`config.mk`:
```
export PLATFORM = sky130hd
export DESIGN_NAME = apb_arb_master
export DESIGN_NICKNAME = d
export VERILOG_FILES = /design/src/rtl/apb_arb_pkg.sv /design/src/rtl/apb_rr_arbiter.sv /design/src/rtl/apb_arb_master.sv
export SDC_FILE = /design/constraint.sdc
export NUM_CORES = 1
export LEC_CHECK = 0
export BUFFER_PORTS_ARGS = -buffer_cell sky130_fd_sc_hd__buf_4
export CAP_MARGIN = 10
export CORE_AREA = 2 2 106 108
export DETAILED_ROUTE_END_ITERATION = 6
export DIE_AREA = 0 0 108 110
export PLACE_DENSITY = 0.83
export SLEW_MARGIN = 0
export SYNTH_ARGS = -nofsm -noshare
export SYNTH_HDL_FRONTEND = slang
export SYNTH_SLANG_ARGS = --single-unit
```
`constraint.sdc`:
```
create_clock -name pclk -period 2.6 [get_ports pclk]
set_input_delay 0.13 -clock pclk [delete_from_list [all_inputs] [get_ports pclk]]
set_output_delay 0.13 -clock pclk [all_outputs]
set_load 0.02 [all_outputs]
```
`src/rtl/apb_arb_pkg.sv`:
```
// Shared types and constants for the two-requester APB arbitrating master.
package apb_arb_pkg;

  localparam int NREQ  = 2;
  localparam int APB_W = 32;

  typedef enum logic [1:0] {
    IDLE   = 2'd0,
    SETUP  = 2'd1,
    ACCESS = 2'd2,
    DONE   = 2'd3
  } state_t;

  // Index of the set bit in a one-hot two-requester grant vector.
  function automatic logic grant_idx(input logic [NREQ-1:0] g);
    return g[1];
  endfunction

endpackage

```
`src/rtl/apb_rr_arbiter.sv`:
```
// Two-way round-robin arbiter: combinational one-hot grant, last-grant pointer
// updated only when the master accepts the grant.
module apb_rr_arbiter
  import apb_arb_pkg::*;
(
  input  logic            pclk,
  input  logic            presetn,
  input  logic [NREQ-1:0] req,
  input  logic            advance,
  output logic [NREQ-1:0] grant
);

  // last_q holds the index of the most recent winner; resetting it to 1
  // gives requester 0 priority on the first contended cycle.
  logic last_q;

  always_comb begin
    grant = '0;
    if (req[0] && req[1]) begin
      grant = last_q ? 2'b01 : 2'b10;
    end else begin
      grant = req;
    end
  end

  always_ff @(posedge pclk or negedge presetn) begin
    if (!presetn) begin
      last_q <= 1'b1;
    end else if (advance && (|req)) begin
      last_q <= grant_idx(grant);
    end
  end

endmodule

```
`src/rtl/apb_arb_master.sv`:
```
// APB master shared by two requesters with round-robin arbitration.
// Optional ACCESS timeout enabled by defining APB_ARB_TIMEOUT_EN.
module apb_arb_master
  import apb_arb_pkg::*;
#(
  parameter int TIMEOUT_CYCLES = 16
) (
  input  logic                   pclk,
  input  logic                   presetn,
  input  logic [NREQ-1:0]        req,
  input  logic [NREQ*APB_W-1:0]  req_addr,
  input  logic [NREQ*APB_W-1:0]  req_wdata,
  input  logic [NREQ-1:0]        req_write,
  output logic [NREQ-1:0]        ack,
  output logic [APB_W-1:0]       rsp_rdata,
  output logic                   rsp_err,
  output logic                   busy,
  output logic [APB_W-1:0]       paddr,
  output logic [APB_W-1:0]       pwdata,
  output logic                   psel,
  output logic                   penable,
  output logic                   pwrite,
  input  logic                   pready,
  input  logic                   pslverr,
  input  logic [APB_W-1:0]       prdata
);

  state_t          state_q;
  logic [NREQ-1:0] grant_q;
  logic [NREQ-1:0] gnt;
  logic            advance;
  logic            widx;
  logic [APB_W-1:0] sel_addr;
  logic [APB_W-1:0] sel_wdata;
  logic             sel_write;

  if (TIMEOUT_CYCLES < 1) begin : g_cfg_chk
    $error("TIMEOUT_CYCLES must be at least 1");
  end

  // Requests are only looked at in IDLE, so the pointer moves once per grant.
  assign advance = (state_q == IDLE);

  apb_rr_arbiter u_arb (
    .pclk    (pclk),
    .presetn (presetn),
    .req     (req),
    .advance (advance),
    .grant   (gnt)
  );

  assign widx = grant_idx(gnt);

  always_comb begin
    sel_addr  = req_addr[APB_W-1:0];
    sel_wdata = req_wdata[APB_W-1:0];
    sel_write = req_write[0];
    if (widx) begin
      sel_addr  = req_addr[2*APB_W-1:APB_W];
      sel_wdata = req_wdata[2*APB_W-1:APB_W];
      sel_write = req_write[1];
    end
  end

`ifdef APB_ARB_TIMEOUT_EN
  localparam int TMO_W = $clog2(TIMEOUT_CYCLES + 1);
  logic [TMO_W-1:0] tmo_q;
  logic             tmo_hit;

  // Hit on the last permitted ACCESS cycle, so psel is high for exactly
  // TIMEOUT_CYCLES ACCESS cycles before the abort.
  assign tmo_hit = (tmo_q == TMO_W'(TIMEOUT_CYCLES - 1));
`endif

  always_ff @(posedge pclk or negedge presetn) begin
    if (!presetn) begin
      state_q   <= IDLE;
      grant_q   <= '0;
      ack       <= '0;
      rsp_rdata <= '0;
      rsp_err   <= 1'b0;
      busy      <= 1'b0;
      paddr     <= '0;
      pwdata    <= '0;
      psel      <= 1'b0;
      penable   <= 1'b0;
      pwrite    <= 1'b0;
`ifdef APB_ARB_TIMEOUT_EN
      tmo_q     <= '0;
`endif
    end else begin
      case (state_q)
        IDLE: begin
          if (|req) begin
            grant_q <= gnt;
            paddr   <= sel_addr;
            pwdata  <= sel_wdata;
            pwrite  <= sel_write;
            psel    <= 1'b1;
            penable <= 1'b0;
            busy    <= 1'b1;
            state_q <= SETUP;
          end
        end

        SETUP: begin
          penable <= 1'b1;
`ifdef APB_ARB_TIMEOUT_EN
          tmo_q   <= '0;
`endif
          state_q <= ACCESS;
        end

        ACCESS: begin
          if (pready) begin
            rsp_rdata <= pwrite ? '0 : prdata;
            rsp_err   <= pslverr;
            ack       <= grant_q;
            psel      <= 1'b0;
            penable   <= 1'b0;
            state_q   <= DONE;
          end
`ifdef APB_ARB_TIMEOUT_EN
          else if (tmo_hit) begin
            rsp_rdata <= '0;
            rsp_err   <= 1'b1;
            ack       <= grant_q;
            psel      <= 1'b0;
            penable   <= 1'b0;
            state_q   <= DONE;
          end else begin
            tmo_q <= tmo_q + TMO_W'(1);
          end
`endif
        end

        DONE: begin
          ack       <= '0;
          rsp_rdata <= '0;
          rsp_err   <= 1'b0;
          busy      <= 1'b0;
          state_q   <= IDLE;
        end

        default: begin
          state_q <= IDLE;
        end
      endcase
    end
  end

endmodule

```
==> results.toml <==
[worst_setup_path]
critical_path.most_common_cell = "a21oi_1"
setup.worst_path.start = "state_q[1]"
cp_data_arrival_time_ns = 2.42
crit_required_ns = 2.88
crit_path_start_kind = "flop"
end_kind = "flop"
path_cells = "inv_1 -> ha_1 -> o21ai_4 -> buf_4 -> a21oi_1 -> a21oi_1"
crit_buf_inv = 2
slowest_stage = "buf_4"
slowest_delay_ns = 0.46
r2r_end = "pwdata[11]"
crit_family = "compound AO/OA/AOI/OAI gates"
crit_path_max_fanout = 40
crit_type = "reg2reg"
cp.depth = 6
rr_startpoint = "state_q[1]"
r2r_slack_ns = 0.46
reg2regPathDepth = 6

[pwr]
combPwrFrac = 0.531
clkPwrFrac = 0.137
leakage_uw = 0.003897
swShare = 0.4391
seq_power_share = 0.332
power.density_cell_area_nw_per_um2 = 1143
irDropWorstVdd_v = 0.0006772
internal_power_uw = 5097
power_switching_uw = 3991

[floorplan]
fp.dieW_um = 108
initial_core_util = 0.4421
chipHeight_um = 110
dieArea_um2 = 11880
ioPinCount = 271
coreArea_um2 = 10700
rows = 38

[clock_network]
path_clk_slew_ns = 0.11
clk_latency_ns = 0.37
clockRootBuffer = "clkbuf_8"
ctsLongestPathBuffers = 2
post-cts-setup-buffer-count = 0
cts_inserted_buffers = 9
htreeDepth = 3
clock_sink_count = 108
holdBufCountCts = 81
post_cts_resized = 0
cts_tree = "done"

[min_path]
worstHoldStart = "prdata[0]"
hold_class = "in2reg"
hold_end = "rsp_rdata[0]"
min_path_cells = 3

[layout]
final_nets = 1054
antenna_cells = 0
fin_area_um2 = 7954
fillerInstances = 719
areaGrowthSynthToFinish_pct = 68.17
layout-drive-gt1-share = 0.3431

[synth]
netlist_area_um2 = 4730
synth.net_count = 719
synth_cells = 546
yosysSeqAreaShare = 0.5717
ys_types = 25
yosys_register_bits = 108
synth.yosys.warnings = 0
avgSynthCellArea_um2 = 8.662

[timing]
fin_tns_setup_ns = 0
period_needed_ns = 2.140
finalSetupViolations = 0
post-route-period-util = 0.8230
rsz0062_at_grt = "false"
finClkSkew_ns = 0.01258
relSlewSlack = 0.2888
max_clock_freq_mhz = 467.3
tightest_slew_ns = 1.063
final_hold_viol_count = 0
slew_violations = 0

[route]
drt_iter0_markers = 407
vias = 5371
drt_wl_total_um = 17230
wire_per_inst_um = 16.79
drtAntennaViolNets = 0
viasPerCell = 5.235
drcViolationCount = 0
first_pass_iters = 5

[global_routing]
grt_pass1_vias = 5482
antenna_found_initial = 0
grt_usage = 0.2814
grt_pass1_wl_um = 26230
grt_max_degree = 71
grt-ovfl-total = 0

[outcome]
status = "finished clean"

[placed_design]
routabilityCongestion = 0.8234
port_buffers = 270
dpl_cell_area_um2 = 6875
dp_hpwl_um = 11090

[run]
drv_cap = 0
[worst max-delay path by stage]
stage | to | slack (ns)
CTS | pwdata[11] | 0.54
finish | pwdata[11] | 0.46
detailed placement | pwdata[11] | 0.54
global placement | paddr[10] | 0.69
global route | pwdata[11] | 0.34
floorplan | rsp_rdata[10] | 1.03
[per-layer routing]
layer	global-route usage	part of all wire
met4	0.1337	0.043
met2	0.4897	0.50
met1	0.3344	0.38
met3	0.05938	0.077
met5	0	0
[cell usage after synthesis]
master,instances,area [um2]
dfrtp_1,107,2678
dfstp_2,1,26.28
o2bb2ai_1,1,8.760
o21a_1,1,7.510
o21ai_0,5,25.02
a31oi_1,1,6.260
a21bo_1,1,10.01
clkbuf_1,11,41.29
nand2_1,132,495.5
nor2_1,68,255.2
a21oi_1,136,680.7
or2_2,1,6.260
buf_4,4,30.03
o21ai_1,33,165.2
buf_2,24,120.1
mux2i_1,2,20.02
nand3_1,1,5.000
inv_1,3,11.26
a21boi_2,1,11.26
mux2_1,2,22.52
a211oi_1,1,7.510
nand2b_1,3,18.77
a22o_1,1,8.760
nor2b_1,1,6.260
ha_1,5,62.56
[state kept, by name (all words and copies together), names as in the netlist, 2 cells and up]
| name | flops |
|---|---|
| ack | 2 |
| grant_q | 2 |
| paddr | 32 |
| pwdata | 32 |
| rsp_rdata | 32 |
| state_q | 2 |
[tightest hold or removal path, cell delays in order]
cell	delay, ns
buf_4	0.11
nand2_1	0.05
o21ai_0	0.06
[cells by family (layout without fill, tap and decap cells)]
family | count (synthesis) | in the layout | share of synthesized area
and+or+nand+nor | 206 | 206 | 0.1664
AOI/OAI and AO/OA | 181 | 181 | 0.1968
DFF | 108 | 108 | 0.5717
buffers and inverters | 42 | 382 | 0.04286
adders and majority gates | 5 | 5 | 0.01323
muxes | 4 | 4 | 0.008995
[power by group through the flow]
| stage | logic, uW | clock network (uW) | registers, uW |
|---|---|---|---|
| finish | 4830 | 1240 | 3020 |
| CTS | 4780 | 1260 | 3000 |
| global route | 5230 | 1340 | 3100 |
| detailed placement | 4680 | 0 | 3020 |
| floorplan | 1790 | 0 | 3880 |
| global placement | 4530 | 0 | 2990 |
[layout make-up]
class                      count  area (um2)  area share
clock buffer                   9       123.9     0.01557
clock inverter                 7       123.9     0.01557
inverter                       3       11.26    0.001416
multi-input combinational    396        1858      0.2336
sequential                   108        2704      0.3399
tap                          140       175.2     0.02202
timing repair buffer         363        2958      0.3719
[metrics by stage]
step / total power, uW / worst slack, ns / hold slack, ns / util / instances
2_1_floorplan: 5665 / 1.027 / -0.1656 / - / 546
3_5_place_dp: 7695 / 0.5394 / 0.2128 / 0.6427 / 927
3_3_place_gp: 7517 / 0.6879 / 0.2093 / 0.6427 / 927
6_report: 9088 / 0.4601 / 0.01018 / 0.7435 / 1026
5_1_grt: 9670 / 0.3435 / 0.0009246 / 0.7435 / 1026
4_1_cts: 9038 / 0.5373 / 0.0007488 / 0.7416 / 1024
[layout by cell type, fill, tap and decap left out, drive strengths merged, types with 2 or more instances in the layout]
cell         count
a21oi          136
o21ai           38
nand2b           3
clkbuf           9
mux2i            2
dlygate4sd3     83
mux2             2
buf            280
nand2          132
inv              4
bufinv           3
ha               5
nor2            68
clkinv           2
dfrtp          107
Power figures use the tool's default switching activity.
